==> src/rtl/uart_8250_pkg.sv <==
// Shared definitions for the uart_8250 responder and its Wishbone byte-path master:
// register offsets, LSR bit positions, master FSM states and a lane-select helper.
package uart_8250_pkg;

    // Register byte offsets inside the 16-byte UART window
    localparam logic [3:0] REG_RHR_THR = 4'd0;
    localparam logic [3:0] REG_IER     = 4'd1;
    localparam logic [3:0] REG_IIR_FCR = 4'd2;
    localparam logic [3:0] REG_LCR     = 4'd3;
    localparam logic [3:0] REG_MCR     = 4'd4;
    localparam logic [3:0] REG_LSR     = 4'd5;
    localparam logic [3:0] REG_MSR     = 4'd6;

    // Line status register bit indices
    localparam int LSR_DR   = 0;
    localparam int LSR_THRE = 5;

    // Byte-path master states
    typedef enum logic [2:0] {
        ST_INIT_WR,
        ST_IDLE,
        ST_GAP,
        ST_LSR_RD,
        ST_RHR_RD,
        ST_THR_WR
    } wbm_state_t;

    // One-hot byte select for a byte lane within the 32-bit data bus
    function automatic logic [3:0] lane_sel(input logic [1:0] lane);
        return 4'b0001 << lane;
    endfunction

endpackage

==> src/rtl/wb_single_access.sv <==
// Single classic Wishbone access engine: launches one byte read or write to
// BASE + offset, steers the byte onto / off the correct lane, and reports
// completion. With UART_WBM_TIMEOUT_EN defined an ACK-wait counter aborts an
// access that is not acknowledged within TIMEOUT_CYCLES cycles.
module wb_single_access
    import uart_8250_pkg::*;
#(
    parameter logic [31:0] BASE           = 32'h1250_0000,
    parameter int          TIMEOUT_CYCLES = 64
) (
    input  logic        clk,
    input  logic        rst,
    input  logic        start,
    input  logic [3:0]  offset,
    input  logic [7:0]  wdata,
    input  logic        we,
    output logic        done,
    output logic        timeout,
    output logic [7:0]  rdata,
    output logic [31:0] adr,
    output logic [31:0] dat_w,
    output logic [3:0]  sel,
    output logic        we_bus,
    output logic        stb,
    output logic        cyc,
    input  logic [31:0] dat_r,
    input  logic        ack
);

    logic [1:0] lane;

    // Completion is seen on the ACK edge itself so the caller can change state
    // on that same edge; ACK while no access is active is ignored.
    assign done  = stb && ack;
    assign rdata = dat_r[{lane, 3'b000} +: 8];

    // Bus output registers: launch when idle and requested, drop on ACK or abort.
    // Address, data and select stay put after the access so they never glitch.
    always_ff @(posedge clk) begin
        if (rst) begin
            stb    <= 1'b0;
            cyc    <= 1'b0;
            adr    <= '0;
            dat_w  <= '0;
            sel    <= '0;
            we_bus <= 1'b0;
            lane   <= '0;
        end else if (stb) begin
            if (done || timeout) begin
                stb <= 1'b0;
                cyc <= 1'b0;
            end
        end else if (start) begin
            stb    <= 1'b1;
            cyc    <= 1'b1;
            adr    <= BASE + {28'd0, offset};
            sel    <= lane_sel(offset[1:0]);
            dat_w  <= we ? ({24'd0, wdata} << {offset[1:0], 3'b000}) : 32'd0;
            we_bus <= we;
            lane   <= offset[1:0];
        end
    end

`ifdef UART_WBM_TIMEOUT_EN
    logic [7:0] wait_cnt;

    // Counts cycles spent with STB high and no ACK; cleared whenever STB is low.
    always_ff @(posedge clk) begin
        if (rst || !stb || ack) begin
            wait_cnt <= '0;
        end else begin
            wait_cnt <= wait_cnt + 8'd1;
        end
    end

    // Abort on the edge that ends the TIMEOUT_CYCLES-th unacknowledged cycle
    assign timeout = stb && !ack && (wait_cnt == 8'(TIMEOUT_CYCLES - 1));
`else
    assign timeout = 1'b0;
`endif

endmodule

==> src/rtl/uart_8250_wb_master.sv <==
// Wishbone initiator giving a CPU-less byte path into and out of a uart_8250.
// Programs LCR once after reset, then polls LSR; moves bytes from the tx
// stream into THR and from RHR into the rx stream.
// Optional feature macro: UART_WBM_TIMEOUT_EN (ACK timeout with err pulse).
module uart_8250_wb_master
    import uart_8250_pkg::*;
#(
    parameter logic [31:0] UART_BASE      = 32'h1250_0000,
    parameter logic [7:0]  LCR_INIT       = 8'h03,
    parameter int          POLL_GAP       = 4,
    parameter int          TIMEOUT_CYCLES = 64
) (
    input  logic        CLK_I,
    input  logic        RST_I,
    output logic [31:0] ADR_O,
    output logic [31:0] DAT_O,
    input  logic [31:0] DAT_I,
    output logic        WE_O,
    output logic [3:0]  SEL_O,
    output logic        STB_O,
    output logic        CYC_O,
    input  logic        ACK_I,
    input  logic [7:0]  tx_data,
    input  logic        tx_valid,
    output logic        tx_ready,
    output logic [7:0]  rx_data,
    output logic        rx_valid,
    input  logic        rx_ready,
    output logic        err
);

    wbm_state_t state, state_next;

    logic [7:0] gap_cnt;
    logic       tx_full;
    logic [7:0] tx_hold;

    logic       req;
    logic [3:0] req_offset;
    logic [7:0] req_wdata;
    logic       req_we;
    logic       done;
    logic       timeout;
    logic [7:0] rdata;

    wb_single_access #(
        .BASE           (UART_BASE),
        .TIMEOUT_CYCLES (TIMEOUT_CYCLES)
    ) u_access (
        .clk     (CLK_I),
        .rst     (RST_I),
        .start   (req),
        .offset  (req_offset),
        .wdata   (req_wdata),
        .we      (req_we),
        .done    (done),
        .timeout (timeout),
        .rdata   (rdata),
        .adr     (ADR_O),
        .dat_w   (DAT_O),
        .sel     (SEL_O),
        .we_bus  (WE_O),
        .stb     (STB_O),
        .cyc     (CYC_O),
        .dat_r   (DAT_I),
        .ack     (ACK_I)
    );

    // State register
    always_ff @(posedge CLK_I) begin
        if (RST_I) begin
            state <= ST_INIT_WR;
        end else begin
            state <= state_next;
        end
    end

    // Next-state and access request decode; rdata carries LSR on the LSR ACK edge
    always_comb begin
        state_next = state;
        req        = 1'b0;
        req_offset = REG_LSR;
        req_wdata  = 8'd0;
        req_we     = 1'b0;
        unique case (state)
            ST_INIT_WR: begin
                req        = 1'b1;
                req_offset = REG_LCR;
                req_wdata  = LCR_INIT;
                req_we     = 1'b1;
                // A timed-out LCR write is simply reissued: polling is
                // pointless until the line format has been programmed.
                if (done) begin
                    state_next = ST_IDLE;
                end
            end
            ST_IDLE: begin
                state_next = ST_LSR_RD;
            end
            ST_GAP: begin
                if (gap_cnt == 8'(POLL_GAP - 1)) begin
                    state_next = ST_IDLE;
                end
            end
            ST_LSR_RD: begin
                req        = 1'b1;
                req_offset = REG_LSR;
                if (done) begin
                    if (rdata[LSR_DR] && !rx_valid) begin
                        state_next = ST_RHR_RD;
                    end else if (rdata[LSR_THRE] && tx_full) begin
                        state_next = ST_THR_WR;
                    end else begin
                        state_next = ST_GAP;
                    end
                end else if (timeout) begin
                    state_next = ST_GAP;
                end
            end
            ST_RHR_RD: begin
                req        = 1'b1;
                req_offset = REG_RHR_THR;
                if (done) begin
                    state_next = ST_IDLE;
                end else if (timeout) begin
                    state_next = ST_GAP;
                end
            end
            ST_THR_WR: begin
                req        = 1'b1;
                req_offset = REG_RHR_THR;
                req_wdata  = tx_hold;
                req_we     = 1'b1;
                if (done) begin
                    state_next = ST_IDLE;
                end else if (timeout) begin
                    state_next = ST_GAP;
                end
            end
            default: begin
                state_next = ST_INIT_WR;
            end
        endcase
    end

    // Idle-cycle counter between polls that found nothing to do
    always_ff @(posedge CLK_I) begin
        if (RST_I || state != ST_GAP) begin
            gap_cnt <= '0;
        end else begin
            gap_cnt <= gap_cnt + 8'd1;
        end
    end

    // Nothing is accepted until LCR is programmed, and never while a byte is held
    assign tx_ready = !tx_full && (state != ST_INIT_WR);

    // One-entry transmit holding register; emptied only by a completed THR write
    always_ff @(posedge CLK_I) begin
        if (RST_I) begin
            tx_full <= 1'b0;
            tx_hold <= 8'd0;
        end else if (state == ST_THR_WR && done) begin
            tx_full <= 1'b0;
        end else if (tx_valid && tx_ready) begin
            tx_full <= 1'b1;
            tx_hold <= tx_data;
        end
    end

    // Receive output register; RHR is never read while it is occupied
    always_ff @(posedge CLK_I) begin
        if (RST_I) begin
            rx_valid <= 1'b0;
            rx_data  <= 8'd0;
        end else if (state == ST_RHR_RD && done) begin
            rx_valid <= 1'b1;
            rx_data  <= rdata;
        end else if (rx_valid && rx_ready) begin
            rx_valid <= 1'b0;
        end
    end

`ifdef UART_WBM_TIMEOUT_EN
    // One-cycle error pulse following an aborted access
    always_ff @(posedge CLK_I) begin
        if (RST_I) begin
            err <= 1'b0;
        end else begin
            err <= timeout;
        end
    end
`else
    assign err = 1'b0;
`endif

endmodule

==> config.mk <==
export PLATFORM = sky130hd
export DESIGN_NAME = uart_8250_wb_master
export DESIGN_NICKNAME = d
export VERILOG_FILES = /design/src/rtl/uart_8250_pkg.sv /design/src/rtl/wb_single_access.sv /design/src/rtl/uart_8250_wb_master.sv
export SDC_FILE = /design/constraint.sdc
export NUM_CORES = 1
export LEC_CHECK = 0
export BUFFER_PORTS_ARGS = -buffer_cell sky130_fd_sc_hd__buf_2
export CORE_MARGIN = 2
export CORE_UTILIZATION = 41
export CTS_CLUSTER_DIAMETER = 60
export DETAILED_ROUTE_END_ITERATION = 6
export GPL_TIMING_DRIVEN = 0
export PLACE_DENSITY = 0.71
export SLEW_MARGIN = 10
export SYNTH_ARGS = -nofsm -noshare
export SYNTH_HDL_FRONTEND = slang
export SYNTH_SLANG_ARGS = --single-unit
==> constraint.sdc <==
create_clock -name CLK_I -period 1.9 [get_ports CLK_I]
set_input_delay 0.19 -clock CLK_I [delete_from_list [all_inputs] [get_ports CLK_I]]
set_output_delay 0.19 -clock CLK_I [all_outputs]
set_load 0.005 [all_outputs]
==> impl_metrics.json, run 1 <==
{
  "whs_ps": 89.4,
  "die_height_um": 88.7,
  "seq_area_frac_synth_pct": 45.6,
  "min_from": "tx_data[4]",
  "grt_pass1_vias": 2271,
  "reg2reg_depth": 5,
  "r2r-start": "u_access.adr[1]",
  "cp.required_ps": 2140,
  "finalHoldViolations": 0,
  "ant_nets": 0,
  "ctsHoldBuffers": 0,
  "grt_pass1_wl_mm": 10.3,
  "syn_to_final_growth_pct": 32.0,
  "total_power_mw": 3.74,
  "slew_headroom_pct": 49.5,
  "syn-instance-count": 312,
  "worstMarginPinSlew_ps": 752,
  "wl_per_cell_um": 12.0,
  "drc": 0,
  "vias": 2526,
  "synth_edf_count": 0,
  "drtPass1Iterations": 4,
  "wl_mm": 6.56,
  "synth_cell_type_count": 44,
  "ys_ff_latch": 67,
  "cts.sinks": 67,
  "maxCapViolCount": 0,
  "synth-warning-count": 0,
  "power_leakage_nw": 1.84,
  "numCtsBuffers": 9,
  "ios": 127,
  "cp-startpoint": "u_access.adr[1]",
  "drt_iter0_drc": 140,
  "endpoint_kind": "flip-flop",
  "avgSynthCellArea_um2": 9.44,
  "min_to": "tx_hold[4]",
  "fmax_mhz": 560,
  "synth_most_common_cell": "dfxtp_1",
  "power_per_cell_area_nw_per_um2": 963,
  "ys_top_cells_by_area": "dfxtp_1 (46%), buf_4 (8.7%), and2_1 (4.7%)",
  "drv_slew": 0,
  "h-tree-depth": 3,
  "crit_fanout": 10,
  "clock_latency_ps": 340,
  "multi_input_area_um2": 1320,
  "syn_area_um2": 2940,
  "reg2reg_setup_slack_ps": 110,
  "clock-root-buffer": "clkbuf_8",
  "viasPerCell": 4.61,
  "period_share_pct": 94.0,
  "dp_hpwl_mm": 4.89,
  "ys_top_cells_by_count": "dfxtp_1 (67), buf_4 (34), nor2_1 (28)",
  "path_clk_slew_ps": 70,
  "rows": 30,
  "dieWidth_um": 88.7,
  "crit_path_start_kind": "flip-flop",
  "final-setup-viol-count": 0,
  "vdd.ir_drop.worst_mv": 0.447,
  "arrival_ps": 2030,
  "status": "complete, no violations",
  "grt_usage_pct": 17.0,
  "synth_top_area_cell": "dfxtp_1",
  "async_flop_share_pct": 0,
  "min_path_cells": 3,
  "timing.rr.end": "state[0]",
  "antenna_cells": 0,
  "final_nets": 494,
  "overflow": 0,
  "fin_skew_ps": 7.79,
  "drive_gt1_share_pct": 39.2,
  "clk_path_buf_depth": 2,
  "initial_core_util_pct": 42.9,
  "regArea_um2": 1340,
  "fillCellCount": 625,
  "die_area_um2": 7870,
  "hold_class": "in -> reg",
  "core_um2": 6870,
  "io_buffers": 100,
  "place_congestion": 0.858,
  "period_minus_slack_ps": 1790,
  "critical_path_class": "reg -> reg",
  "synth-main-ff-cell": "dfxtp_1",
  "grt_max_degree": 12,
  "antenna_found_initial": 0,
  "yosys.area.top_type_share_pct": 45.6,
  "cts_tree": "yes"
}
state kept, by name, summed over array words and instances (netlist names), 2 cells and up:
name            cells
u_access.dat_w     29
u_access.sel        3
state               3
rx_data             8
tx_hold             8
u_access.adr        2
gap_cnt             8
worst max-delay path by stage:
stage                  to  slack [ps]
2_1_floorplan  tx_hold[0]         350
3_3_place_gp     state[2]          90
3_5_place_dp     state[2]          50
4_1_cts          state[1]          80
5_1_grt          state[0]         -30
6_report         state[0]         110
critical path, cell delays in order (launching register included):
cell and delay, ps:
dfxtp_1 490, buf_4 260, mux2i_1 330, a2bb2oi_1 210, a221oi_1 90, nor4_1 290
per-stage QoR:
stage | instances | worst slack [ps] | cell area, µm² | utilization [%] | setup TNS (ps)
floorplan | 337 | 347 | 3040 | - | 0
global placement | 533 | 91.8 | 3660 | 53.3 | 0
detailed placement | 533 | 47.8 | 3660 | 53.3 | 0
CTS | 548 | 83.5 | 3880 | 56.4 | 0
global route | 548 | -30.4 | 3890 | 56.6 | -30.4
finish | 548 | 114 | 3890 | 56.6 | 0
cells by family after synthesis:
family | synth area share [%]
mux | 9.09
xor+xnor | 2.38
compound gates | 10.6
simple gates | 18.5
flops | 45.6
fa+ha+maj | 0.425
other cells | 0.127
buf+inv | 13.3
placed cells by master, fill, tap and decap left out, types with 4 or more instances in the layout:
master	synthesis	routed
a21oi_1	25	25
and2_1	22	22
and3_1	4	4
buf_2	8	107
buf_4	34	35
buf_6	5	5
clkbuf_1	5	5
clkbuf_8	0	10
conb_1	1	26
dfxtp_1	67	67
mux2i_1	11	11
mux4_2	6	6
nand2_1	21	21
nand2b_1	5	5
nand3_1	8	8
nand4_1	8	8
nor2_1	28	28
nor3_1	4	4
o21ai_0	9	9
o21ai_1	5	5
xor2_1	5	5
report_power, final:
part / leakage (nW) / internal [mW] / total, mW / switching (mW)
logic: 1.19 / 0.442 / 0.922 / 0.480
clock network: 0.108 / 0.762 / 1.28 / 0.518
registers: 0.543 / 1.48 / 1.54 / 0.0675
total: 1.84 / 2.68 / 3.74 / 1.07
cell type report:
cell class	count	area share (%)
Timing Repair Buffer	100	12.9
Tap cell	96	3.09
Clock inverter	5	2.00
Buffer	53	9.69
Clock buffer	10	3.54
Inverter	5	0.483
Sequential cell	67	34.5
Multi-Input combinational cell	212	33.8
layer usage:
metal	GRT usage, %	wire length, µm	vias to the layer above
met3	6.25	585	15
met2	27.7	3160	97
met5	0	0	-
met1	20.2	2690	1141
li1	-	-	1273
met4	7.16	121	0
timing repair:
item,in CTS,in global routing
setup buffers,0,0
gates resized for setup,1,2
endpoints found under the hold margin,0,0
endpoints found under the setup margin,1,3
No activity file was read; power rests on OpenSTA's default activity.
==> run 2: changes to the inputs <==
CELL_PAD_IN_SITES_DETAIL_PLACEMENT = 0   (was unset)
CELL_PAD_IN_SITES_GLOBAL_PLACEMENT = 1   (was unset)
CORE_MARGIN = 5   (was 2)
CORE_UTILIZATION = 34   (was 41)
PLACE_DENSITY = unset   (was 0.71)
PLACE_DENSITY_LB_ADDON = 0.1   (was unset)
==> impl_metrics.json, run 2 (same netlist as run 1, synthesis figures left out) <==
{
  "crit_chain": "buf_4 -> mux2i_1 -> o22ai_1 -> a211oi_2 -> o32ai_1",
  "overflow": 0,
  "clk_path_buf_depth": 2,
  "largest_reg_flops": 29,
  "power_leakage_nw": 1.85,
  "grt_max_degree": 13,
  "dp_hpwl_mm": 5.34,
  "cpPeakStageDelay_ps": 450,
  "wl_mm": 7.04,
  "timing.rr.end": "state[2]",
  "antenna_found_initial": 0,
  "worstMarginPinSlew_ps": 519,
  "drtPass1Iterations": 5,
  "drv_slew": 0,
  "fin_area_um2": 3930,
  "status": "complete, no violations",
  "io_buffers": 100,
  "fmax_mhz": 586,
  "clock_latency_ps": 340,
  "initial_core_util_pct": 34.3,
  "rows": 34,
  "period_minus_slack_ps": 1710,
  "power_per_cell_area_nw_per_um2": 978,
  "placed_area_um2": 3670,
  "vdd.ir_drop.worst_mv": 0.616,
  "numCtsBuffers": 9,
  "hold_class": "in -> reg",
  "cts.sinks": 67,
  "path_depth": 5,
  "multi_input_area_um2": 1320,
  "ios": 127,
  "place_congestion": 0.745,
  "regArea_um2": 1340,
  "reg2reg_setup_slack_ps": 190,
  "fin_skew_ps": 6.85,
  "ant_nets": 0,
  "post-route-util_pct": 45.7,
  "endpoint_kind": "flip-flop",
  "final_cell_mix": "buf_2 (107), dfxtp_1 (67), buf_4 (35)",
  "final_nets": 494,
  "core_um2": 8590,
  "slew_headroom_pct": 64.5,
  "crit_path_start_kind": "flip-flop",
  "viasPerCell": 4.42,
  "period_share_pct": 89.9,
  "total_power_mw": 3.84,
  "cp.required_ps": 2110,
  "cp-endpoint": "state[2]",
  "dieWidth_um": 103,
  "path_buf_inv": 1,
  "drc": 0,
  "syn_to_final_growth_pct": 33.5,
  "crit_fanout": 10,
  "top_register": "u_access.dat_w",
  "arrival_ps": 1910,
  "die_area_um2": 10600,
  "clock-root-buffer": "clkbuf_8",
  "cts_tree": "yes",
  "slowest_stage": "dfxtp_1",
  "grt_usage_pct": 13.3,
  "finalHoldViolations": 0,
  "rsz0062_at_grt": "false",
  "path_clk_slew_ps": 70,
  "placedCellCount": 545,
  "grt_pass1_wl_mm": 11.0,
  "maxCapViolCount": 0,
  "reg2reg_depth": 5,
  "wl_per_cell_um": 12.6,
  "vias": 2482,
  "final_common_cell": "buf_2",
  "fillCellCount": 867,
  "cp_top_family": "compound AO/OA/AOI/OAI gates",
  "drive_gt1_share_pct": 39.5,
  "cp-startpoint": "u_access.adr[1]",
  "critical_path_class": "reg -> reg",
  "grt_pass1_vias": 2334,
  "r2r-start": "u_access.adr[1]",
  "h-tree-depth": 3,
  "die_height_um": 103,
  "ctsHoldBuffers": 0,
  "drt_iter0_drc": 106,
  "antenna_cells": 0,
  "fin_cells": 561,
  "final-setup-viol-count": 0
}
-- run 2: repair_timing --
item,in CTS,in global routing
buffers inserted,0,0
endpoints found under the setup margin,2,8
gates cloned,0,0
gates resized for setup,1,3
-- run 2: tightest hold or removal path: stages --
cell	delay, ps
buf_2	80
mux2i_1	60
nor2_1	70
-- run 2: how the worst min path moves through the flow --
stage / startpoint / depth (start not counted) / slack [ps] / endpoint
after detailed placement: tx_data[5] / 3 / 430 / tx_hold[5]
after floorplan: tx_data[0] / 2 / 340 / tx_hold[0]
after CTS: tx_data[6] / 3 / 70 / tx_hold[6]
after global placement: tx_data[6] / 3 / 430 / tx_hold[6]
final: tx_data[1] / 3 / 80 / tx_hold[1]
after global routing: tx_data[6] / 3 / 70 / tx_hold[6]
-- run 2: report_power, final --
| group | internal [mW] | leakage (nW) | switching (mW) | total [mW] |
|---|---|---|---|---|
| clock network | 0.815 | 0.112 | 0.549 | 1.36 |
| logic | 0.447 | 1.19 | 0.494 | 0.941 |
| registers | 1.47 | 0.543 | 0.0650 | 1.54 |
| total | 2.74 | 1.85 | 1.11 | 3.84 |
-- run 2: metal layers --
| metal | global-route usage [%] | share of wire [%] |
|---|---|---|
| met2 | 21.2 | 46 |
| met1 | 16.4 | 43 |
| met3 | 5.95 | 11 |
| met5 | 0 | 0 |
| met4 | 3.09 | 1.2 |
-- run 2: stage by stage --
step | hold slack, ps | TNS (ps) | worst slack, ps
finish | 82.7 | 0 | 193
global route | 66.4 | 0 | 15.9
CTS | 71.3 | 0 | 55.7
detailed placement | 433 | -12.3 | -12.3
global placement | 431 | 0 | 22.2
floorplan | 337 | 0 | 347
-- run 2: area by class of cell --
| class | instances | share of cell area (%) |
|---|---|---|
| Clock buffer | 11 | 3.85 |
| Tap cell | 108 | 3.44 |
| Timing Repair Buffer | 100 | 12.7 |
| Multi-Input combinational cell | 212 | 33.7 |
| Buffer | 53 | 9.58 |
| Clock inverter | 5 | 2.13 |
| Inverter | 5 | 0.478 |
| Sequential cell | 67 | 34.1 |
